[config.mk]
export PLATFORM = sky130hd
export DESIGN_NAME = ball_score_logic
export DESIGN_NICKNAME = d
export VERILOG_FILES = /design/src/rtl/ball_score_logic.sv
export SDC_FILE = /design/constraint.sdc
export NUM_CORES = 1
export LEC_CHECK = 0
export ABC_AREA = 1
export CORE_UTILIZATION = 55
export CTS_CLUSTER_DIAMETER = 200
export DETAILED_ROUTE_END_ITERATION = 10
export PLACE_DENSITY_LB_ADDON = 0.08
export SLEW_MARGIN = 20
export SYNTH_ARGS = -nofsm -noshare
export SYNTH_HDL_FRONTEND = slang
export SYNTH_SLANG_ARGS = --single-unit
[constraint.sdc]
create_clock -name clk -period 3.88 [get_ports clk]
set_input_delay 1.164 -clock clk [delete_from_list [all_inputs] [get_ports clk]]
set_output_delay 1.164 -clock clk [all_outputs]
set_load 0.01 [all_outputs]
[src/rtl/ball_score_logic.sv]
// ----------------------------------------------------------------------------
// ball_score_logic
//
// Owns the ball and the match state for the pong top level. Once per frame
// (at the first blanking line) it advances the ball, bounces it off the top
// and bottom walls and off the paddles, detects misses, and keeps both 4-bit
// scores. It also produces the ball video term for the current pixel.
//
// Paddle hits are found by coincidence: any visible pixel where the ball and
// a paddle are both lit sets a hit latch, and the next frame tick consumes
// the latch. This matches how the original Pong hardware detected contact.
//
// Ports
//   clk              pixel clock, shared with hvsync_generator
//   reset            synchronous, active-high
//   hpos, vpos       current pixel column / line
//   display_on       high inside the visible area
//   paddle_left_on   left paddle video for the current pixel
//   paddle_right_on  right paddle video for the current pixel
//   ball_on          ball video for the current pixel (combinational)
//   left_score       registered, feeds scores_display.counter_left
//   right_score      registered, feeds scores_display.counter_right
//   game_over        high once either score reaches MAX_SCORE
// ----------------------------------------------------------------------------
module ball_score_logic #(
    parameter int H_VISIBLE    = 256,
    parameter int V_VISIBLE    = 240,
    parameter int BALL_SIZE    = 4,
    parameter int SERVE_FRAMES = 60,
    parameter int MAX_SCORE    = 11
) (
    input  logic       clk,
    input  logic       reset,
    input  logic [8:0] hpos,
    input  logic [8:0] vpos,
    input  logic       display_on,
    input  logic       paddle_left_on,
    input  logic       paddle_right_on,
    output logic       ball_on,
    output logic [3:0] left_score,
    output logic [3:0] right_score,
    output logic       game_over
);

    localparam logic [8:0] CX         = 9'((H_VISIBLE - BALL_SIZE) / 2);
    localparam logic [8:0] CY         = 9'((V_VISIBLE - BALL_SIZE) / 2);
    localparam logic [8:0] X_MISS_R   = 9'(H_VISIBLE - BALL_SIZE - 1);
    localparam logic [8:0] Y_BOTTOM   = 9'(V_VISIBLE - BALL_SIZE);
    localparam logic [8:0] TICK_LINE  = 9'(V_VISIBLE);
    localparam logic [5:0] SERVE_LAST = 6'(SERVE_FRAMES - 1);
    localparam logic [3:0] SCORE_MAX  = 4'(MAX_SCORE);
    localparam logic [9:0] SIZE_W     = 10'(BALL_SIZE);

    typedef enum logic [1:0] {
        ST_SERVE,
        ST_PLAY,
        ST_OVER
    } state_t;

    state_t     state, state_nxt;
    logic [5:0] serve_cnt, serve_cnt_nxt;
    logic [8:0] ball_x, ball_x_nxt;
    logic [8:0] ball_y, ball_y_nxt;
    logic       dir_x, dir_x_nxt;      // 1 = moving right
    logic       dir_y, dir_y_nxt;      // 1 = moving down
    logic [3:0] left_score_nxt, right_score_nxt;
    logic       hit_l, hit_l_nxt;
    logic       hit_r, hit_r_nxt;

    logic       frame_tick;
    logic       missed;
    logic [9:0] hpos_w, vpos_w, bx_w, by_w;

    // First blanking line: the whole visible frame has been drawn with the
    // current position, so updating here keeps every frame consistent.
    assign frame_tick = (hpos == 9'd0) && (vpos == TICK_LINE);

    // Compare in 10 bits so ball_x + BALL_SIZE cannot wrap at the right edge.
    always_comb begin
        hpos_w  = {1'b0, hpos};
        vpos_w  = {1'b0, vpos};
        bx_w    = {1'b0, ball_x};
        by_w    = {1'b0, ball_y};
        ball_on = display_on && (state != ST_OVER)
                  && (hpos_w >= bx_w) && (hpos_w < bx_w + SIZE_W)
                  && (vpos_w >= by_w) && (vpos_w < by_w + SIZE_W);
    end

    assign game_over = (state == ST_OVER);

    // ------------------------------------------------------------------
    // State register
    // ------------------------------------------------------------------
    always_ff @(posedge clk) begin
        if (reset) begin
            state       <= ST_SERVE;
            serve_cnt   <= 6'd0;
            ball_x      <= CX;
            ball_y      <= CY;
            dir_x       <= 1'b1;
            dir_y       <= 1'b1;
            left_score  <= 4'd0;
            right_score <= 4'd0;
            hit_l       <= 1'b0;
            hit_r       <= 1'b0;
        end else begin
            state       <= state_nxt;
            serve_cnt   <= serve_cnt_nxt;
            ball_x      <= ball_x_nxt;
            ball_y      <= ball_y_nxt;
            dir_x       <= dir_x_nxt;
            dir_y       <= dir_y_nxt;
            left_score  <= left_score_nxt;
            right_score <= right_score_nxt;
            hit_l       <= hit_l_nxt;
            hit_r       <= hit_r_nxt;
        end
    end

    // ------------------------------------------------------------------
    // Next-state logic: everything except the hit latches moves only on
    // the frame tick.
    // ------------------------------------------------------------------
    always_comb begin
        state_nxt       = state;
        serve_cnt_nxt   = serve_cnt;
        ball_x_nxt      = ball_x;
        ball_y_nxt      = ball_y;
        dir_x_nxt       = dir_x;
        dir_y_nxt       = dir_y;
        left_score_nxt  = left_score;
        right_score_nxt = right_score;
        missed          = 1'b0;

        // Latches collect contact during the frame and are consumed (then
        // cleared) by the tick.
        hit_l_nxt = frame_tick ? 1'b0 : (hit_l | (ball_on & paddle_left_on));
        hit_r_nxt = frame_tick ? 1'b0 : (hit_r | (ball_on & paddle_right_on));

        if (frame_tick) begin
            case (state)
                ST_SERVE: begin
                    if (serve_cnt == SERVE_LAST) begin
                        state_nxt     = ST_PLAY;
                        serve_cnt_nxt = 6'd0;
                    end else begin
                        serve_cnt_nxt = serve_cnt + 6'd1;
                    end
                end

                ST_PLAY: begin
                    // Horizontal: a hit outranks a miss on the same tick, and
                    // only the paddle the ball is heading toward counts.
                    if (hit_l && !dir_x) begin
                        dir_x_nxt  = 1'b1;
                        ball_x_nxt = ball_x + 9'd2;
                    end else if (hit_r && dir_x) begin
                        dir_x_nxt  = 1'b0;
                        ball_x_nxt = ball_x - 9'd2;
                    end else if (!dir_x && ball_x < 9'd2) begin
                        missed    = 1'b1;
                        dir_x_nxt = 1'b0;    // next serve heads to the loser
                        if (right_score != SCORE_MAX)
                            right_score_nxt = right_score + 4'd1;
                    end else if (dir_x && ball_x >= X_MISS_R) begin
                        missed    = 1'b1;
                        dir_x_nxt = 1'b1;
                        if (left_score != SCORE_MAX)
                            left_score_nxt = left_score + 4'd1;
                    end else begin
                        ball_x_nxt = dir_x ? ball_x + 9'd2 : ball_x - 9'd2;
                    end

                    // Vertical: wall bounce turns around in place so the
                    // ball never leaves 0..V_VISIBLE-BALL_SIZE.
                    if (!dir_y && ball_y == 9'd0) begin
                        dir_y_nxt  = 1'b1;
                        ball_y_nxt = 9'd1;
                    end else if (dir_y && ball_y == Y_BOTTOM) begin
                        dir_y_nxt  = 1'b0;
                        ball_y_nxt = ball_y - 9'd1;
                    end else begin
                        ball_y_nxt = dir_y ? ball_y + 9'd1 : ball_y - 9'd1;
                    end

                    // A point recentres the ball; dir_y carries over so
                    // successive serves do not all look the same.
                    if (missed) begin
                        ball_x_nxt    = CX;
                        ball_y_nxt    = CY;
                        dir_y_nxt     = dir_y;
                        serve_cnt_nxt = 6'd0;
                        if (left_score_nxt == SCORE_MAX ||
                            right_score_nxt == SCORE_MAX)
                            state_nxt = ST_OVER;
                        else
                            state_nxt = ST_SERVE;
                    end
                end

                default: begin
                    // ST_OVER: frozen until reset
                end
            endcase
        end
    end

endmodule

==> impl_metrics.json, run 1 <==
{
  "syn_inst": 563,
  "grt_busiest_layer": "met2",
  "place_congestion": 0.952,
  "routed_wl_um": 9760,
  "cpPeakStageDelay_ps": 290,
  "r2r-start": "ball_x[2]$_SDFFE_PP1P_",
  "crit_required_ps": 2720,
  "gr-total-overflow": 0,
  "drv_cap": 0,
  "yosysSeqAreaShare_pct": 19.6,
  "worstHoldEndpoint": "serve_cnt[0]$_SDFFE_PP0P_",
  "crit_top_cell": "nand2_1",
  "rows": 29,
  "slew_violations": 0,
  "setup_ws_ps": 92.0,
  "fin_worst_skew_ps": 17.2,
  "clock-sinks": 37,
  "die_area_mm2": 0.00720,
  "grtUsageMet3_pct": 3.50,
  "synth.distinct_cells": 44,
  "antenna_found_initial": 0,
  "yosysWarnings": 0,
  "arrival_ps": 2620,
  "vias": 3930,
  "cts_buffers": 5,
  "area_growth_pct": 20.7,
  "hp-start": "serve_cnt[0]$_SDFFE_PP0P_",
  "synthFlopType": "dfxtp_1",
  "setup_viol_count_final": 0,
  "yosys-top-cells-area": "dfxtp_1, ha_1, nand2_1",
  "syn_area_mm2": 0.00377,
  "ctsHoldBuffers": 0,
  "worst_slew_pin_slew_ps": 690,
  "nets": 694,
  "status": "finished, violations left",
  "cts_root_buf": "clkbuf_8",
  "rsz0062_at_grt": "no",
  "clk_pin_slew_ps": 70,
  "violations": "DRC",
  "drive_gt1_share_pct": 15.6,
  "final_area_mm2": 0.00456,
  "critPathKind": "input pin to output port",
  "cts.path.max_buffers": 2,
  "worstPathCellList": "dlygate4sd2_1, ha_1, a21oi_1, nand3b_1, nand2_1, nor2_1, nand2_1, nor2_2, and3_1, buf_2",
  "antenna_cells": 0,
  "total_power_uw": 848,
  "use_met2_pct": 50.3,
  "r2r_end": "hit_r$_SDFF_PP0_",
  "multi_input_area_mm2": 0.00276,
  "grt_pass1_wl_um": 16300,
  "post_drt_wl_per_cell_um": 13.8,
  "syn_avg_cell_area_um2": 6.70,
  "drtIter0Drc": 288,
  "power.density_mw_per_mm2": 186,
  "critPathLaunchType": "input pin",
  "synth-async-reset-ratio_pct": 0,
  "core_mm2": 0.00649,
  "drt-vias-per-instance": 5.57,
  "r2r_slack_ps": 1530,
  "holdPathStages": 2,
  "ys_seq_elements": 37,
  "synth_edf_count": 0,
  "p_leak_nw": 2.16,
  "start_util_pct": 58.1,
  "r2r_cells": 15,
  "synth_nets": 630,
  "nFillCells": 587,
  "die_w_um": 84.8,
  "use_met1_pct": 35.9,
  "dp_slack_ps": -540,
  "cts_tree": "done",
  "dp_hpwl_um": 7600,
  "synth_top_area_share_pct": 19.6,
  "fin_tns_setup_ps": 0,
  "die_y_um": 84.8,
  "crit_path_end_kind": "output port",
  "grt_pass1_vias": 3586,
  "first_pass_iters": 8,
  "port_buffers": 32,
  "postRouteAntennaNets": 0,
  "cpMaxStageDelayCell": "ha_1",
  "hold_viol_final": 0,
  "clkLatencyLatePin_ps": 300,
  "synth_area_leader_cell": "dfxtp_1",
  "grt_usage_pct": 27.9,
  "min_path_type": "register to register",
  "slew_headroom_pct": 54.0,
  "irDropWorstVdd_mv": 0.297,
  "io_pins": 33,
  "fin_crit_ps": 3790,
  "fmax_ghz": 0.264,
  "finalCritPeriodShare_pct": 97.6,
  "place_area_mm2": 0.00437,
  "seqCellArea_um2": 741,
  "grt_max_degree": 18,
  "crit_fanout": 3,
  "cts_max_level": 2,
  "drc": 1
}
==> per-stage QoR <==
step                      std cells  hold WS, ps  util (%)
after floorplan                 563          448         -
after detailed placement        696          479      67.2
after global placement          696          467      67.2
after global routing            705          511      70.1
after CTS                       704          488      69.8
final                           705          493      70.1
==> Yosys cell counts, types with 2 or more instances <==
cell type / n
a21oi_2: 4
o211ai_1: 9
nand2_2: 8
xnor2_1: 4
nand3_2: 3
o21a_1: 3
nand4_1: 19
inv_1: 69
nor2_4: 3
clkbuf_1: 3
nor3_2: 3
buf_6: 5
inv_2: 4
o21ai_0: 23
and3_1: 3
a21boi_0: 2
nand2_1: 121
ha_1: 44
a211oi_1: 3
nor3_1: 9
a31oi_1: 2
dfxtp_1: 37
nor2_2: 3
xor2_1: 20
o21ai_2: 6
nor4_1: 4
nand3b_1: 4
nor2_1: 58
nand2_4: 4
a21o_1: 2
a21oi_1: 22
nand3_1: 47
==> worst max-delay path by stage <==
stage                    to    start  slack [ps]  cells past startpoint
detailed placement  ball_on  hpos[4]        -540                     10
CTS                 ball_on  vpos[0]           3                      9
floorplan           ball_on  hpos[5]         510                      8
global route        ball_on  hpos[6]          10                     10
global placement    ball_on  hpos[5]        -520                     10
finish              ball_on  hpos[7]          90                     10
==> cells in the final DEF, fill, tap and decap left out, types with 2 or more instances in the layout <==
cell type / count
ha_4: 5
xnor2_1: 4
nand3b_1: 4
a21oi_2: 6
nand3_1: 47
nor3_1: 8
nor2_2: 5
nand2_2: 8
clkdlybuf4s50_1: 14
a211oi_1: 3
nand4_1: 19
o21ai_0: 22
inv_1: 69
inv_2: 4
a21oi_1: 20
a31oi_1: 2
nor2_4: 3
clkbuf_8: 6
dlygate4sd2_1: 15
o21a_1: 3
buf_4: 35
nor3_2: 4
o211ai_1: 9
nor4_1: 4
o21ai_2: 6
a21o_1: 2
and3_1: 3
nor2_1: 56
nand3_2: 3
ha_1: 39
dlymetal6s2s_1: 2
nand2_1: 121
dfxtp_1: 37
a21boi_0: 2
xor2_1: 20
nand2_4: 4
==> metal layers <==
metal	wire (µm)	vias to the layer above
li1	-	2007
met1	4360	1807
met2	4870	100
met3	398	16
met4	131	0
met5	0	-
==> sequential cells by signal (all words and copies together) (netlist names) <==
register,flops
ball_y,9
ball_x,8
serve_cnt,6
left_score,4
right_score,4
state,2
dir_x,1
dir_y,1
hit_l,1
hit_r,1
==> power breakdown <==
group / switching, mW / leakage, nW / total (mW) / internal, mW
sequential: 0.000297 / 0.298 / 0.380 / 0.380
combinational: 0.0563 / 1.80 / 0.108 / 0.0522
clock: 0.150 / 0.0574 / 0.359 / 0.209
==> critical path, delay by kind of cell <==
family	cells	cell delay, ps
AOI/OAI and AO/OA	1	140
adders and majority gates	1	290
buffers and inverters	2	390
and+or+nand+nor	6	630
==> final cells by class <==
cell class	count	area share, %
inverter	74	6.10
clock buffer	6	1.81
timing repair buffer	67	12.4
multi-input combinational	442	60.5
sequential	37	16.3
clock inverter	2	0.824
tap	77	2.11
==> logic make-up after synthesis <==
logic type,share of synthesized area [%]
xor+xnor,5.57
fa+ha+maj,14.6
buf+inv,9.48
simple gates,37.1
flops,19.6
compound gates,13.6
==> repair_timing <==
action,in CTS,in global routing
pin swaps,15,5
buffers inserted,0,1
endpoints found under the setup margin,1,1
resized for setup,29,3
Power figures use the tool's default switching activity.
==> run 2: changes to the inputs <==
- CAP_MARGIN: unset -> 20
- DONT_BUFFER_PORTS: unset -> 1
==> run 2 against run 1 <==
Compared with the run above:
- the flow still finishes with violations (DRC)
- core utilization down 9.6 points
- cell count down 9.2%
- sequential cell count unchanged
- via count down 8.5%
- first-iteration DRC count down 23%
- clock skew down 9.0 ps
- register-to-register slack about the same
- critical path type is now register to output port
- critical endpoint unchanged
- largest power group unchanged
==> impl_metrics.json, run 2 (synthesized netlist as in run 1, its figures left out) <==
{
  "final_cell_mix": "nand2_1, inv_1, nor2_1",
  "first_pass_iters": 8,
  "stdcell_count": 640,
  "worst_slew_pin_slew_ps": 669,
  "dp.cells": 632,
  "crit_fanout": 6,
  "dp_slack_ps": 370,
  "drive_gt1_share_pct": 10.8,
  "grt_pass1_wl_um": 15800,
  "die_y_um": 84.8,
  "postRouteAntennaNets": 0,
  "slew_headroom_pct": 55.4,
  "die_area_mm2": 0.00720,
  "port_buffers": 0,
  "place_area_mm2": 0.00381,
  "core_mm2": 0.00649,
  "crit_required_ps": 2720,
  "arrival_ps": 2460,
  "final_area_mm2": 0.00393,
  "clock-sinks": 37,
  "ctsHoldBuffers": 0,
  "setup_viol_count_final": 0,
  "rsz0062_at_grt": "no",
  "cts_buffers": 5,
  "finalCritPeriodShare_pct": 93.3,
  "nFillCells": 637,
  "place_congestion": 0.894,
  "dp_hpwl_um": 7060,
  "fmax_ghz": 0.276,
  "r2r_cells": 8,
  "min_path_type": "register to register",
  "slew_violations": 0,
  "nets": 629,
  "fin_tns_setup_ps": 0,
  "cts_tree": "done",
  "gr-total-overflow": 0,
  "critPathKind": "register to output port",
  "violations": "DRC",
  "post_drt_wl_per_cell_um": 14.0,
  "mostFrequentLayoutCell": "nand2_1",
  "clkLatencyLatePin_ps": 300,
  "routed_wl_um": 8980,
  "grt_pass1_vias": 3403,
  "largestRegisters": "ball_y (9), ball_x (8), serve_cnt (6)",
  "critPathLaunchType": "register",
  "crit_path_end_kind": "output port",
  "irDropWorstVdd_mv": 0.140,
  "drc": 1,
  "setup_ws_ps": 259,
  "total_power_uw": 800,
  "cts_setup_buffers": 0,
  "grt_max_degree": 18,
  "p_leak_nw": 1.83,
  "power.density_mw_per_mm2": 203,
  "status": "finished, violations left",
  "fin_crit_ps": 3620,
  "area_growth_pct": 4.21,
  "holdPathStages": 2,
  "largest_reg_flops": 9,
  "start_util_pct": 58.1,
  "largest_register": "ball_y",
  "grt_usage_pct": 27.0,
  "fin_worst_skew_ps": 8.24,
  "antenna_found_initial": 0,
  "hold_viol_final": 0,
  "drt-vias-per-instance": 5.62,
  "drtIter0Drc": 222,
  "antenna_cells": 0,
  "drv_cap": 0,
  "vias": 3594,
  "cts_max_level": 2,
  "die_w_um": 84.8,
  "rows": 29,
  "cts_root_buf": "clkbuf_8",
  "io_pins": 33,
  "cts.path.max_buffers": 2,
  "clk_pin_slew_ps": 80
}
-- run 2: changes by cell type in the layout (fill, tap and decap cells not counted), sizes merged --
| cell | change |
|---|---|
| clkbuf | +1 |
| clkdlybuf4s50 | -14 |
| buf | -34 |
| dlymetal6s2s | -2 |
| dlygate4sd2 | -15 |
| clkinvlp | -1 |
-- run 2: area by class of cell --
cell class / instances / area, µm² / area share (%)
clock inverter: 1 / 30.0 / 0.763
timing repair buffer: 2 / 15.0 / 0.382
tap: 77 / 96.3 / 2.45
inverter: 74 / 278 / 7.06
sequential: 37 / 747 / 19.0
clock buffer: 7 / 86.3 / 2.19
multi-input combinational: 442 / 2680 / 68.2
-- run 2: path summary, 6_finish.rpt --
check        slack (ps)                       from                        end
min                 480  serve_cnt[1]$_SDFFE_PP0P_  serve_cnt[1]$_SDFFE_PP0P_
max reg2reg        1530     ball_x[1]$_SDFFE_PP1P_     ball_y[6]$_SDFFE_PP1P_
min reg2reg         480  serve_cnt[1]$_SDFFE_PP0P_  serve_cnt[1]$_SDFFE_PP0P_
max                 260     ball_y[2]$_SDFFE_PP1P_                    ball_on
-- run 2: routing by layer --
metal | track usage [%] | up-vias | routed length, µm | share of wire, %
met1 | 35.6 | 1611 | 4150 | 46
met2 | 44.9 | 96 | 4220 | 47
met4 | 10.3 | 0 | 235 | 2.6
li1 | - | 1869 | - | -
met5 | 0 | - | 0 | 0
met3 | 3.70 | 18 | 376 | 4.2
-- run 2: metrics by stage --
stage | hold WS (ps) | util, %
6_report | 476 | 60.6
5_1_grt | 507 | 60.6
4_1_cts | 482 | 60.4
3_5_place_dp | 471 | 58.6
3_3_place_gp | 470 | 58.6
2_1_floorplan | 448 | -
-- run 2: power breakdown --
group          internal, mW  switching, mW
Sequential            0.380       0.000275
Combinational        0.0232         0.0342
Clock                 0.210          0.153
Total                 0.613          0.187
-- run 2: worst max-delay path: stages (launching register included) --
cell and delay, ps:
dfxtp_2 410, ha_2 240, inv_1 60, nor2_1 90
nand2_1 70, nor2_1 190, xor2_1 170, ha_1 260
nand3_1 90, nand2_1 50, inv_1 50, o21ai_0 80
nor2_1 170, and3_1 230
-- run 2: repair_timing --
| item | 4_1_cts | 5_1_grt |
|---|---|---|
| gates resized for setup | 0 | 8 |
| hold endpoints to repair | 0 | 0 |
| endpoints found under the setup margin | 0 | 1 |
